<file path="config.mk">
export PLATFORM = sky130hd
export DESIGN_NAME = timer_counter
export DESIGN_NICKNAME = d
export VERILOG_FILES = /design/src/rtl/timer_counter.sv
export SDC_FILE = /design/constraint.sdc
export NUM_CORES = 1
export LEC_CHECK = 0
export BUFFER_PORTS_ARGS = -buffer_cell sky130_fd_sc_hd__buf_2
export CELL_PAD_IN_SITES_DETAIL_PLACEMENT = 1
export CELL_PAD_IN_SITES_GLOBAL_PLACEMENT = 1
export CORE_MARGIN = 3
export CORE_UTILIZATION = 30
export CTS_BUF_LIST = sky130_fd_sc_hd__clkbuf_4 sky130_fd_sc_hd__clkbuf_8 sky130_fd_sc_hd__clkbuf_16
export DETAILED_ROUTE_END_ITERATION = 7
export PLACE_DENSITY = 0.64
export SYNTH_ARGS = -nofsm -noshare
export SYNTH_HDL_FRONTEND = slang
export SYNTH_SLANG_ARGS = --single-unit
export TNS_END_PERCENT = 10
</file>
<file path="constraint.sdc">
create_clock -name clk -period 4.25 [get_ports clk]
set_input_delay 0.425 -clock clk [delete_from_list [all_inputs] [get_ports clk]]
set_output_delay 0.425 -clock clk [all_outputs]
set_load 0.02 [all_outputs]
</file>
<file path="src/rtl/timer_counter.sv">
// -----------------------------------------------------------------------------
// timer_counter
//   Memory-mapped programmable down-counter that sits behind the core's data
//   memory port. Address decode of the timer window happens upstream; this
//   block only sees the word offset. Supports one-shot and auto-reload
//   countdown and drives a level interrupt request back toward the core.
//
// Register map (word offset on addr):
//   0 CTRL   : [0]=EN, [2:1]=MODE (01 = auto-reload, else one-shot), [3]=IM
//   1 PRESET : reload value, read/write
//   2 COUNT  : current count, read-only
//   3        : reserved, reads 0, writes ignored
//
// Ports:
//   clk   in   system clock, rising-edge
//   rst   in   asynchronous active-low reset
//   addr  in   [1:0] word offset
//   we    in   write strobe
//   din   in   [WIDTH-1:0] write data
//   dout  out  [WIDTH-1:0] read data, combinational from addr and registers
//   irq   out  interrupt request = irq_flag & CTRL.IM
// -----------------------------------------------------------------------------
module timer_counter #(
    parameter int WIDTH     = 32,
    parameter int CTRL_BITS = 4
) (
    input  logic             clk,
    input  logic             rst,
    input  logic [1:0]       addr,
    input  logic             we,
    input  logic [WIDTH-1:0] din,
    output logic [WIDTH-1:0] dout,
    output logic             irq
);

    localparam logic [1:0]       ADDR_CTRL   = 2'd0;
    localparam logic [1:0]       ADDR_PRESET = 2'd1;
    localparam logic [1:0]       ADDR_COUNT  = 2'd2;
    localparam logic [WIDTH-1:0] ONE         = WIDTH'(1);

    typedef enum logic [1:0] {
        S_IDLE = 2'd0,
        S_LOAD = 2'd1,
        S_CNT  = 2'd2,
        S_INT  = 2'd3
    } state_t;

    state_t                 r_state;
    state_t                 w_state_nxt;
    logic [CTRL_BITS-1:0]   r_ctrl;
    logic [WIDTH-1:0]       r_preset;
    logic [WIDTH-1:0]       r_count;
    logic                   r_irq_flag;

    logic                   w_ctrl_wr;
    logic                   w_preset_wr;
    logic                   w_en;
    logic [1:0]             w_mode;
    logic                   w_im;
    logic                   w_load;
    logic                   w_dec;
    logic                   w_expire;
    logic                   w_rearm;
    logic                   w_en_clr;

    assign w_ctrl_wr   = we && (addr == ADDR_CTRL);
    assign w_preset_wr = we && (addr == ADDR_PRESET);
    assign w_en        = r_ctrl[0];
    assign w_mode      = r_ctrl[2:1];
    assign w_im        = r_ctrl[3];

    // State register
    always_ff @(posedge clk or negedge rst) begin
        if (!rst) begin
            r_state <= S_IDLE;
        end else begin
            r_state <= w_state_nxt;
        end
    end

    // Next-state and datapath control strobes. Decisions use the CTRL value
    // held before this edge, so a software write takes effect one edge later.
    always_comb begin
        w_state_nxt = r_state;
        w_load      = 1'b0;
        w_dec       = 1'b0;
        w_expire    = 1'b0;
        w_rearm     = 1'b0;
        w_en_clr    = 1'b0;
        case (r_state)
            S_IDLE: begin
                if (w_en) begin
                    w_state_nxt = S_LOAD;
                end
            end
            S_LOAD: begin
                w_load      = 1'b1;
                w_state_nxt = S_CNT;
            end
            S_CNT: begin
                if (!w_en) begin
                    w_state_nxt = S_IDLE;
                end else if (r_count > ONE) begin
                    w_dec = 1'b1;
                end else begin
                    // Covers COUNT of 1 and 0, so a zero PRESET still expires
                    // and the counter never wraps.
                    w_expire    = 1'b1;
                    w_state_nxt = S_INT;
                end
            end
            S_INT: begin
                if (w_mode == 2'b01) begin
                    w_rearm     = 1'b1;
                    w_state_nxt = S_LOAD;
                end else begin
                    w_en_clr    = 1'b1;
                    w_state_nxt = S_IDLE;
                end
            end
            default: begin
                w_state_nxt = S_IDLE;
            end
        endcase
    end

    // Counter, flag and software-visible registers
    always_ff @(posedge clk or negedge rst) begin
        if (!rst) begin
            r_ctrl     <= '0;
            r_preset   <= '0;
            r_count    <= '0;
            r_irq_flag <= 1'b0;
        end else begin
            if (w_load) begin
                r_count <= r_preset;
            end else if (w_dec) begin
                r_count <= r_count - ONE;
            end else if (w_expire) begin
                r_count <= '0;
            end

            // A software CTRL write clears the flag even on the expiry edge.
            if (w_ctrl_wr) begin
                r_irq_flag <= 1'b0;
            end else if (w_expire) begin
                r_irq_flag <= 1'b1;
            end else if (w_rearm) begin
                r_irq_flag <= 1'b0;
            end

            // Software value wins over the one-shot EN clear.
            if (w_ctrl_wr) begin
                r_ctrl <= din[CTRL_BITS-1:0];
            end else if (w_en_clr) begin
                r_ctrl[0] <= 1'b0;
            end

            if (w_preset_wr) begin
                r_preset <= din;
            end
        end
    end

    // Read mux
    always_comb begin
        dout = '0;
        case (addr)
            ADDR_CTRL:   dout = WIDTH'(r_ctrl);
            ADDR_PRESET: dout = r_preset;
            ADDR_COUNT:  dout = r_count;
            default:     dout = '0;
        endcase
    end

    assign irq = r_irq_flag & w_im;

endmodule

</file>
* Word-level counts from Yosys, hierarchy flattened *
Cells that the tools add are included.

storage, ports and cells
  register bits after elaboration = 71
  output and inout port bits = 33

operators by class
  add/subtract/negate cells = 1
  order comparisons = 1
  equal/unequal tests = 8
  mux-type cells = 25
  bitwise logic cells = 1
  reductions and logical operators = 8

operator list
  cell                     count
  $mux W32                 3
  $pmux W32 S3             1
  $gt A32 B1 Y1 const B    1
  $sub A32 B1 Y32 const B  1
  $mux W1                  17
  $pmux W2 S4              1
  $eq A2 B1 Y1 const B     3
  $eq A2 B2 Y1 const B     3
  $mux W2                  3
  $reduce_bool A3 Y1       2
  $logic_not A2 Y1         2
  $ne A3 B3 Y1 const B     1
  $logic_and A1 B1 Y1      2
  $ne A2 B2 Y1 const B     1
  $reduce_and A2 Y1        1
  $reduce_bool A2 Y1       1
  $and A1 B1 Y1            1

* Depth between registers and ports, before layout *
Gate-level depths: netlist of the first run.

  depth after elaboration = 7
  mapped depth = 9
  depth with buffers taken out = 7

* Worst setup path before layout of the first run *
Ideal clock, no wire load.

  kind = register to register
  start = register r_count[19]
  end = register r_count[28]
  arrival time = 2.238 ns
  required time = 4.124 ns
  path slack = 1.886 ns
  stages on the path, launching flop included = 7
  path buffers = 1
  period minus slack after synthesis = 2.364 ns
  path through = dfrtp_1 > buf_6 > or3_4 > or4_1 > or4_1 > a31o_1 > a221o_1

between the ends
  cells in the longest elaborated chain, start to end = 6
  elaborated cells on any way between the ends = 11

ends and longest elaborated chain
  what                      line  text
  start: declaration        52    logic [WIDTH-1:0] r_count;
  start signal: assignment  136   r_count <= r_preset;
  start signal: assignment  138   r_count <= r_count - ONE;
  $gt A32 B1 Y1             103   end else if (r_count > ONE) begin
  $mux W1                   103
  $mux W1                   101   if (!w_en) begin
  $mux W1                   90    case (r_state)
  $mux W32                  137   end else if (w_dec) begin
  $mux W32                  135   if (w_load) begin

Parallel ways exist; a longest one is shown, timed or not.
A chain may end at the register's enable or synchronous reset.

* Worst setup path in the final report of the first run *
  start = register r_count[22]
  end = register r_count[22]

The elaborated chain is that of the path after synthesis.

==> key figures, run 1 <==
CTS
  • Root buffer cell: clkbuf_16
  • Inserted Clock Buffers: 9
  • CTS Hold Bufs: 0
  • H-tree levels: 3
  • Post-CTS Resized: 0
  • Post-CTS Setup Bufs: 0
  • CTS tree: done
  • Clk buf depth: 2
  • Clock-pin transition on the worst setup and hold timing paths: 0.06 ns
  • # clock sinks: 71
  • Worst skew pair latency: 0.35 ns

Route
  • Initial DRT Pass Iterations: 4
  • WL/cell: 19.4 um
  • DRC: 0
  • Vias: 3458
  • WL final: 12100 um
  • Vias per std cell: 5.52
  • Initial DRC Count: 259
  • Detail Route Antenna Nets: 0

Synthesis
  • Unique masters post-synth: 54
  • Top cells by count, synth: 71 x dfrtp_1, 35 x mux2_2, 30 x nand2_1, 28 x a22o_1
  • Post-synth top area cell: dfrtp_1
  • Syn Area/Cell: 10.2 sq um
  • Gate count after technology mapping: 395
  • Synth Register Bits: 71
  • Synth warn: 0
  • EDFF count, synth: 0
  • Post-synth ARST share: 100%
  • Top cells by area, synth: dfrtp_1 44%, mux2_2 9.8%, a22o_1 6.1%
  • Cell area after synthesis: 4030 sq um
  • Most used DFF post-synth: dfrtp_1
  • Sequential-to-total area share from yosys stat: 44.1%
  • Yosys top cell area share: 44.1%
  • Total nets after synthesis: 434
  • Most common cell in the synthesized netlist: dfrtp_1

Die
  • Site Rows: 41
  • Ports: 70
  • DIE AREA: 14900 sq um
  • Die Wd: 122 um
  • Initial Utilization: 31.3%
  • Die Ht: 122 um
  • Core area: 12900 sq um

Placed design
  • Final GP Congestion: 0.860
  • IO Port Bufs: 69
  • Placed cells: 611
  • DP HPWL: 8600 um

GRT
  • Met1 Use GR: 22.7%
  • Met2 Use GR: 28.0%
  • Gr ovfl total: 0
  • Initial antenna violation count: 0
  • GR peak layer: met2
  • Met3 usage in global routing: 4.18%
  • Maximum number of pins on one net before global-route repair: 47
  • Vias in the first global route: 3717
  • First-pass GRT wire length: 20100 um
  • Gr usage total: 17.3%

Final layout
  • Sequential Area: 1780 sq um
  • Non-filler cells, final: 627
  • Multi-input logic area: 2090 sq um
  • Nets: 489
  • Area delta synth->final: 20.4%
  • N_diodes: 0
  • Layout filler cell count: 1449
  • Share of post-route cells with drive strength above 1: 30.8%

Setup path
  • CP max FO: 12
  • Arrival time at the worst endpoint: 3.18 ns
  • CP max stage cell: or4_1
  • Cells along the critical path: or4_1, nor4b_4, nand4_1, buf_4, a31o_1, a221o_1
  • Worst Reg2Reg Path Length in Cells: 6
  • Reg-to-reg endpoint: r_count[22]
  • Number of stages on the worst setup path: 6
  • Worst R2R Setup Slack: 1.30 ns
  • Worst r2r src: r_count[22]
  • Crit path launch type: flip-flop
  • Largest stage delay, worst path: 0.70 ns
  • Delay-heaviest family, CP: simple AND/OR/NAND/NOR gates
  • Setup crit end kind: flip-flop
  • Setup Crit Path Kind: reg -> reg
  • Crit path required time: 4.48 ns
  • CP bufs+invs: 1

STA
  • Clock period minus worst slack: 2.95 ns
  • Worst Hold Slack: 0.288 ns
  • Setup TNS: 0 ns
  • Setup Skew: 0.0140 ns
  • RSZ-0062 raised after global routing: no
  • Fin crit share: 69.5%
  • Slew margin rel.: 26.8%
  • Slew @ Worst Pin: 1.10 ns
  • Fmax: 339 MHz
  • Final setup viols: 0
  • Max-slew violations: 0
  • Final Hold Violating Endpoints: 0

Hold path
  • Type of the tightest min-delay check: in -> async

Pwr
  • VDD IR max: 0.192 mV
  • Ratio of total power to cell area: 647 nW/um^2
  • Static Leak: 2.06 nW
  • Total power: 3.14 mW

Run status
  • Status: completed

Job
  • Max-cap viol count: 0
[flip-flops by register name, summed over array words and instances (netlist names)]
register / count
r_state: 2
r_count: 32
r_preset: 32
r_irq_flag: 1
r_ctrl: 4
[report_power, final]
part	total, mW	internal [mW]	switching (mW)	leakage (nW)
clock	0.844	0.545	0.300	0.158
combinational	1.09	0.463	0.630	1.04
sequential	1.20	0.892	0.309	0.867
[metal layers]
layer | part of all wire [%] | wire length, um
met5 | 0 | 0
met1 | 47 | 5660
met3 | 3.2 | 387
met2 | 49 | 5900
met4 | 1.6 | 194
[layout make-up]
class / count / area share, %
multi-input cells: 284 / 43.2
flip-flops and latches: 71 / 36.6
repair buffers: 77 / 8.36
clock buffers: 11 / 5.21
well taps: 172 / 4.44
clock inverters: 5 / 1.65
inverters: 7 / 0.542
[metrics by stage]
step                instance area (sq um)  utilization (%)  setup slack [ns]
floorplan                            4030                -              1.89
global placement                     4520             35.1              1.40
detailed placement                   4520             35.1              1.34
CTS                                  4850             37.7              1.33
global route                         4850             37.7              1.02
finish                               4850             37.7              1.30
[worst register-to-register path, cell delays in order (launching register included)]
cell and delay, ns:
dfrtp_1 0.46, or4_1 0.70, nor4b_4 0.36, nand4_1 0.46, buf_4 0.35, a31o_1 0.23, a221o_1 0.29
[worst max path at each step]
stage           startpoint  slack [ns]          end
5_1_grt        r_count[22]        1.02  r_count[10]
4_1_cts        r_count[22]        1.33  r_count[22]
3_3_place_gp   r_count[22]        1.40  r_count[22]
3_5_place_dp   r_count[22]        1.34  r_count[22]
2_1_floorplan  r_count[19]        1.89  r_count[28]
6_report       r_count[22]        1.30  r_count[22]
[cell usage in the layout (no fill, tap or decap), types with 11 or more instances in the layout]
master / instances
nand2_1: 30
a22o_1: 28
nor4_1: 12
mux2_2: 35
dfrtp_1: 71
buf_2: 69
o21ai_0: 24
a21oi_1: 11
nor2_1: 14
a22oi_1: 12
[cell families after synthesis]
logic type | synth area share, %
AND/OR/NAND/NOR | 18.8
AO/OA/AOI/OAI | 18.9
flip-flops | 44.1
buffers and inverters | 4.19
multiplexers | 11.0
XOR/XNOR | 2.39
adder cells (fa/ha/maj) | 0.621
Power figures use the tool's default switching activity.
==> inputs of run 2 (changes only) <==
--- a/config.mk
+++ b/config.mk
@@ -5,6 +5,7 @@
 export SDC_FILE = /design/constraint.sdc
 export NUM_CORES = 1
 export LEC_CHECK = 0
+export ABC_AREA = 1
 export BUFFER_PORTS_ARGS = -buffer_cell sky130_fd_sc_hd__buf_2
 export CELL_PAD_IN_SITES_DETAIL_PLACEMENT = 1
 export CELL_PAD_IN_SITES_GLOBAL_PLACEMENT = 1
@@ -12,7 +13,7 @@
 export CORE_UTILIZATION = 30
 export CTS_BUF_LIST = sky130_fd_sc_hd__clkbuf_4 sky130_fd_sc_hd__clkbuf_8 sky130_fd_sc_hd__clkbuf_16
 export DETAILED_ROUTE_END_ITERATION = 7
-export PLACE_DENSITY = 0.64
+export PLACE_DENSITY = 0.67
 export SYNTH_ARGS = -nofsm -noshare
 export SYNTH_HDL_FRONTEND = slang
 export SYNTH_SLANG_ARGS = --single-unit
==> constraint.sdc (replaced) <==
create_clock -name clk -period 3.05 [get_ports clk]
set_input_delay 0.305 -clock clk [delete_from_list [all_inputs] [get_ports clk]]
set_output_delay 0.305 -clock clk [all_outputs]
set_load 0.02 [all_outputs]
==> key figures, run 2 <==
Synthesis
  • Sequential-to-total area share from yosys stat: 42.5% (-1.6 points)
  • Syn Area/Cell: 7.44 sq um (-27%)
  • Most common cell in the synthesized netlist: nand2_1
  • Synth Register Bits: 71 (unchanged)
  • EDFF count, synth: 0 (unchanged)
  • Gate count after technology mapping: 562 (+42%)
  • Synth warn: 0 (unchanged)
  • Post-synth ARST share: 100% (unchanged)
  • Unique masters post-synth: 31 (-43%)
  • Total nets after synthesis: 601 (+38%)
  • Most used DFF post-synth: dfrtp_1
  • Cell area after synthesis: 4180 sq um (+3.8%)
  • Top cells by count, synth: 113 x nand2_1, 77 x nor2_1, 71 x dfrtp_1, 69 x inv_1, 31 x a22oi_1
  • Top cells by area, synth: dfrtp_1 43%, nand2_1 10%, nor2_1 6.9%
  • Yosys top cell area share: 42.5% (-1.6 points)
  • Post-synth top area cell: dfrtp_1

Final layout
  • Nets: 666 (+36%)
  • Commonest non-fill, non-tap cell in the layout: nand2_1
  • Commonest non-fill, non-tap cells in the layout: 113 x nand2_1, 77 x nor2_1, 71 x dfrtp_1
  • N_diodes: 0 (unchanged)
  • Final Util: 37.0% (-0.66 points)
  • Area delta synth->final: 19.1%
  • Share of post-route cells with drive strength above 1: 19.3% (-11 points)
  • Non-filler cells, final: 808 (+29%)
  • Top flop regs: r_count (32), r_preset (32), r_ctrl (4)

STA
  • Slew margin rel.: 25.0% (-1.7 points)
  • Final Hold Violating Endpoints: 0 (unchanged)
  • Fmax: 510 MHz
  • Setup TNS: 0 ns (unchanged)
  • Slew @ Worst Pin: 1.12 ns (+0.0220 ns)
  • Fin crit share: 64.3%
  • RSZ-0062 raised after global routing: no
  • Clock period minus worst slack: 1.96 ns
  • Max-slew violations: 0 (unchanged)
  • Final setup viols: 0 (unchanged)
  • Setup Skew: 0.00549 ns (-0.00855 ns)

Setup path
  • Crit path launch type: primary input
  • CP max FO: 16 (+4)
  • Reg-to-reg endpoint: r_count[3]
  • Arrival time at the worst endpoint: 1.66 ns (-1.52 ns)
  • Setup Crit Path Kind: in -> out
  • Worst r2r src: r_count[0]
  • Setup crit end kind: output pin
  • Worst R2R Setup Slack: 1.10 ns (-0.20 ns)
  • Worst Reg2Reg Path Length in Cells: 10 (+4)
  • Crit path required time: 2.74 ns (-1.74 ns)

Die
  • Site Rows: 42 (+2.4%)
  • Initial Utilization: 31.1% (-0.22 points)
  • Ports: 70 (unchanged)
  • Core area: 13500 sq um (+4.5%)
  • Die Ht: 124 um (+1.8%)
  • DIE AREA: 15400 sq um (+3.6%)
  • Die Wd: 124 um (+1.8%)

Pwr
  • Switch share: 43.8% (+4.3 points)
  • P_int: 2.53 mW (+33%)
  • Clk pwr share: 22.9% (-4.0 points)
  • Comb power frac: 40.7% (+5.9 points)
  • Ratio of total power to cell area: 906 nW/um^2 (+40%)
  • Seq pwr share: 36.4% (-1.9 points)
  • NetSw: 1.97 mW (+59%)
  • Static Leak: 2.43 nW (+18%)
  • VDD IR max: 0.359 mV (+86%)

Route
  • Initial DRT Pass Iterations: 4 (unchanged)
  • Initial DRC Count: 178 (-31%)
  • WL final: 13100 um (+8.0%)
  • Vias: 3929 (+14%)
  • Vias per std cell: 4.86 (-12%)
  • Detail Route Antenna Nets: 0 (unchanged)
  • DRC: 0 (unchanged)
  • WL/cell: 16.2 um (-16%)

CTS
  • Worst skew pair latency: 0.35 ns (about the same)
  • CTS tree: done
  • # clock sinks: 71 (unchanged)
  • Post-CTS Resized: 0 (unchanged)
  • H-tree levels: 3 (unchanged)
  • Inserted Clock Buffers: 9 (unchanged)
  • Clk buf depth: 2 (unchanged)
  • Clock-pin transition on the worst setup and hold timing paths: 0.06 ns (about the same)
  • Root buffer cell: clkbuf_16

GRT
  • First-pass GRT wire length: 21800 um (+8.3%)
  • Gr ovfl total: 0 (unchanged)
  • Initial antenna violation count: 0 (unchanged)
  • Gr usage total: 18.3% (+1.0 points)
  • Vias in the first global route: 4223 (+14%)
  • Maximum number of pins on one net before global-route repair: 65 (+38%)

Job
  • Max-cap viol count: 0 (unchanged)

Hold path
  • Hold EP: r_preset[23]
  • Worst Hold Depth: 3
  • Hold Path Origin: din[23]
  • Type of the tightest min-delay check: in -> reg

Run status
  • Status: completed

Placed design
  • DP HPWL: 9710 um (+13%)
  • IO Port Bufs: 69 (unchanged)
  • Placed cells: 791 (+29%)
  • Final GP Congestion: 0.900 (+4.6%)
==> run 2: critical path: stages <==
cell and delay, ns:
buf_2 0.11, inv_2 0.17, nand2_1 0.32, buf_4 0.33
o211ai_1 0.20, buf_2 0.20
==> run 2: per-stage QoR <==
step / worst slack (ns) / area [sq um] / hold WS, ns / total power, mW
floorplan: 1.48 / 4180 / 0.00941 / 2.94
global placement: 1.04 / 4680 / 0.205 / 3.44
detailed placement: 0.994 / 4680 / 0.200 / 3.50
CTS: 1.03 / 4980 / 0.199 / 4.57
global route: 0.912 / 4980 / 0.215 / 4.91
finish: 1.09 / 4980 / 0.206 / 4.51
==> run 2: logic make-up (layout without fill, tap and decap cells) <==
group                      Yosys count  in the layout  synth area share [%]
and+or+nand+nor                    247            247                  25.5
AOI/OAI and AO/OA                  132            132                  18.9
buffers and inverters               95            165                  9.37
DFF                                 71             71                  42.5
xor gates and xnor gates            15             15                  3.14
adders and majority gates            2              2                 0.599
==> run 2: metal layers <==
metal  global-route usage (%)  share of wire [%]
met5                        0                  0
met4                     5.61                1.6
met3                     4.18                3.9
met2                     29.3                 47
met1                     24.7                 48
==> run 2: power groups by stage <==
stage          registers (mW)  logic, mW  clock network [mW]
6_report                 1.64       1.83                1.03
5_1_grt                  1.70       2.11                1.11
4_1_cts                  1.64       1.87                1.06
3_5_place_dp             1.65       1.85                   0
3_3_place_gp             1.64       1.80                   0
2_1_floorplan            1.52       1.41                   0
==> run 2: worst max-delay path by stage <==
stage / startpoint / endpoint / slack, ns / cells after the start
2_1_floorplan: addr[1] / dout[10] / 1.48 / 5
3_3_place_gp: addr[1] / r_preset[16] / 1.04 / 5
3_5_place_dp: addr[1] / r_preset[16] / 0.99 / 5
4_1_cts: r_count[0] / r_count[3] / 1.03 / 10
5_1_grt: r_count[0] / r_count[2] / 0.91 / 10
6_report: addr[0] / dout[0] / 1.09 / 6
==> run 2: area by class of cell <==
| class | count | area [sq um] |
|---|---|---|
| repair buffers | 74 | 398 |
| clock buffers | 16 | 290 |
| multi-input cells | 396 | 2010 |
| flip-flops and latches | 71 | 1780 |
| inverters | 75 | 282 |
| fillers | 1716 | 8470 |
| well taps | 176 | 220 |
==> run 2: repair_timing <==
item | in CTS | in global routing
hold buffers | 1 | 0
buffers inserted | 0 | 0
endpoints found under the hold margin | 10 | 0
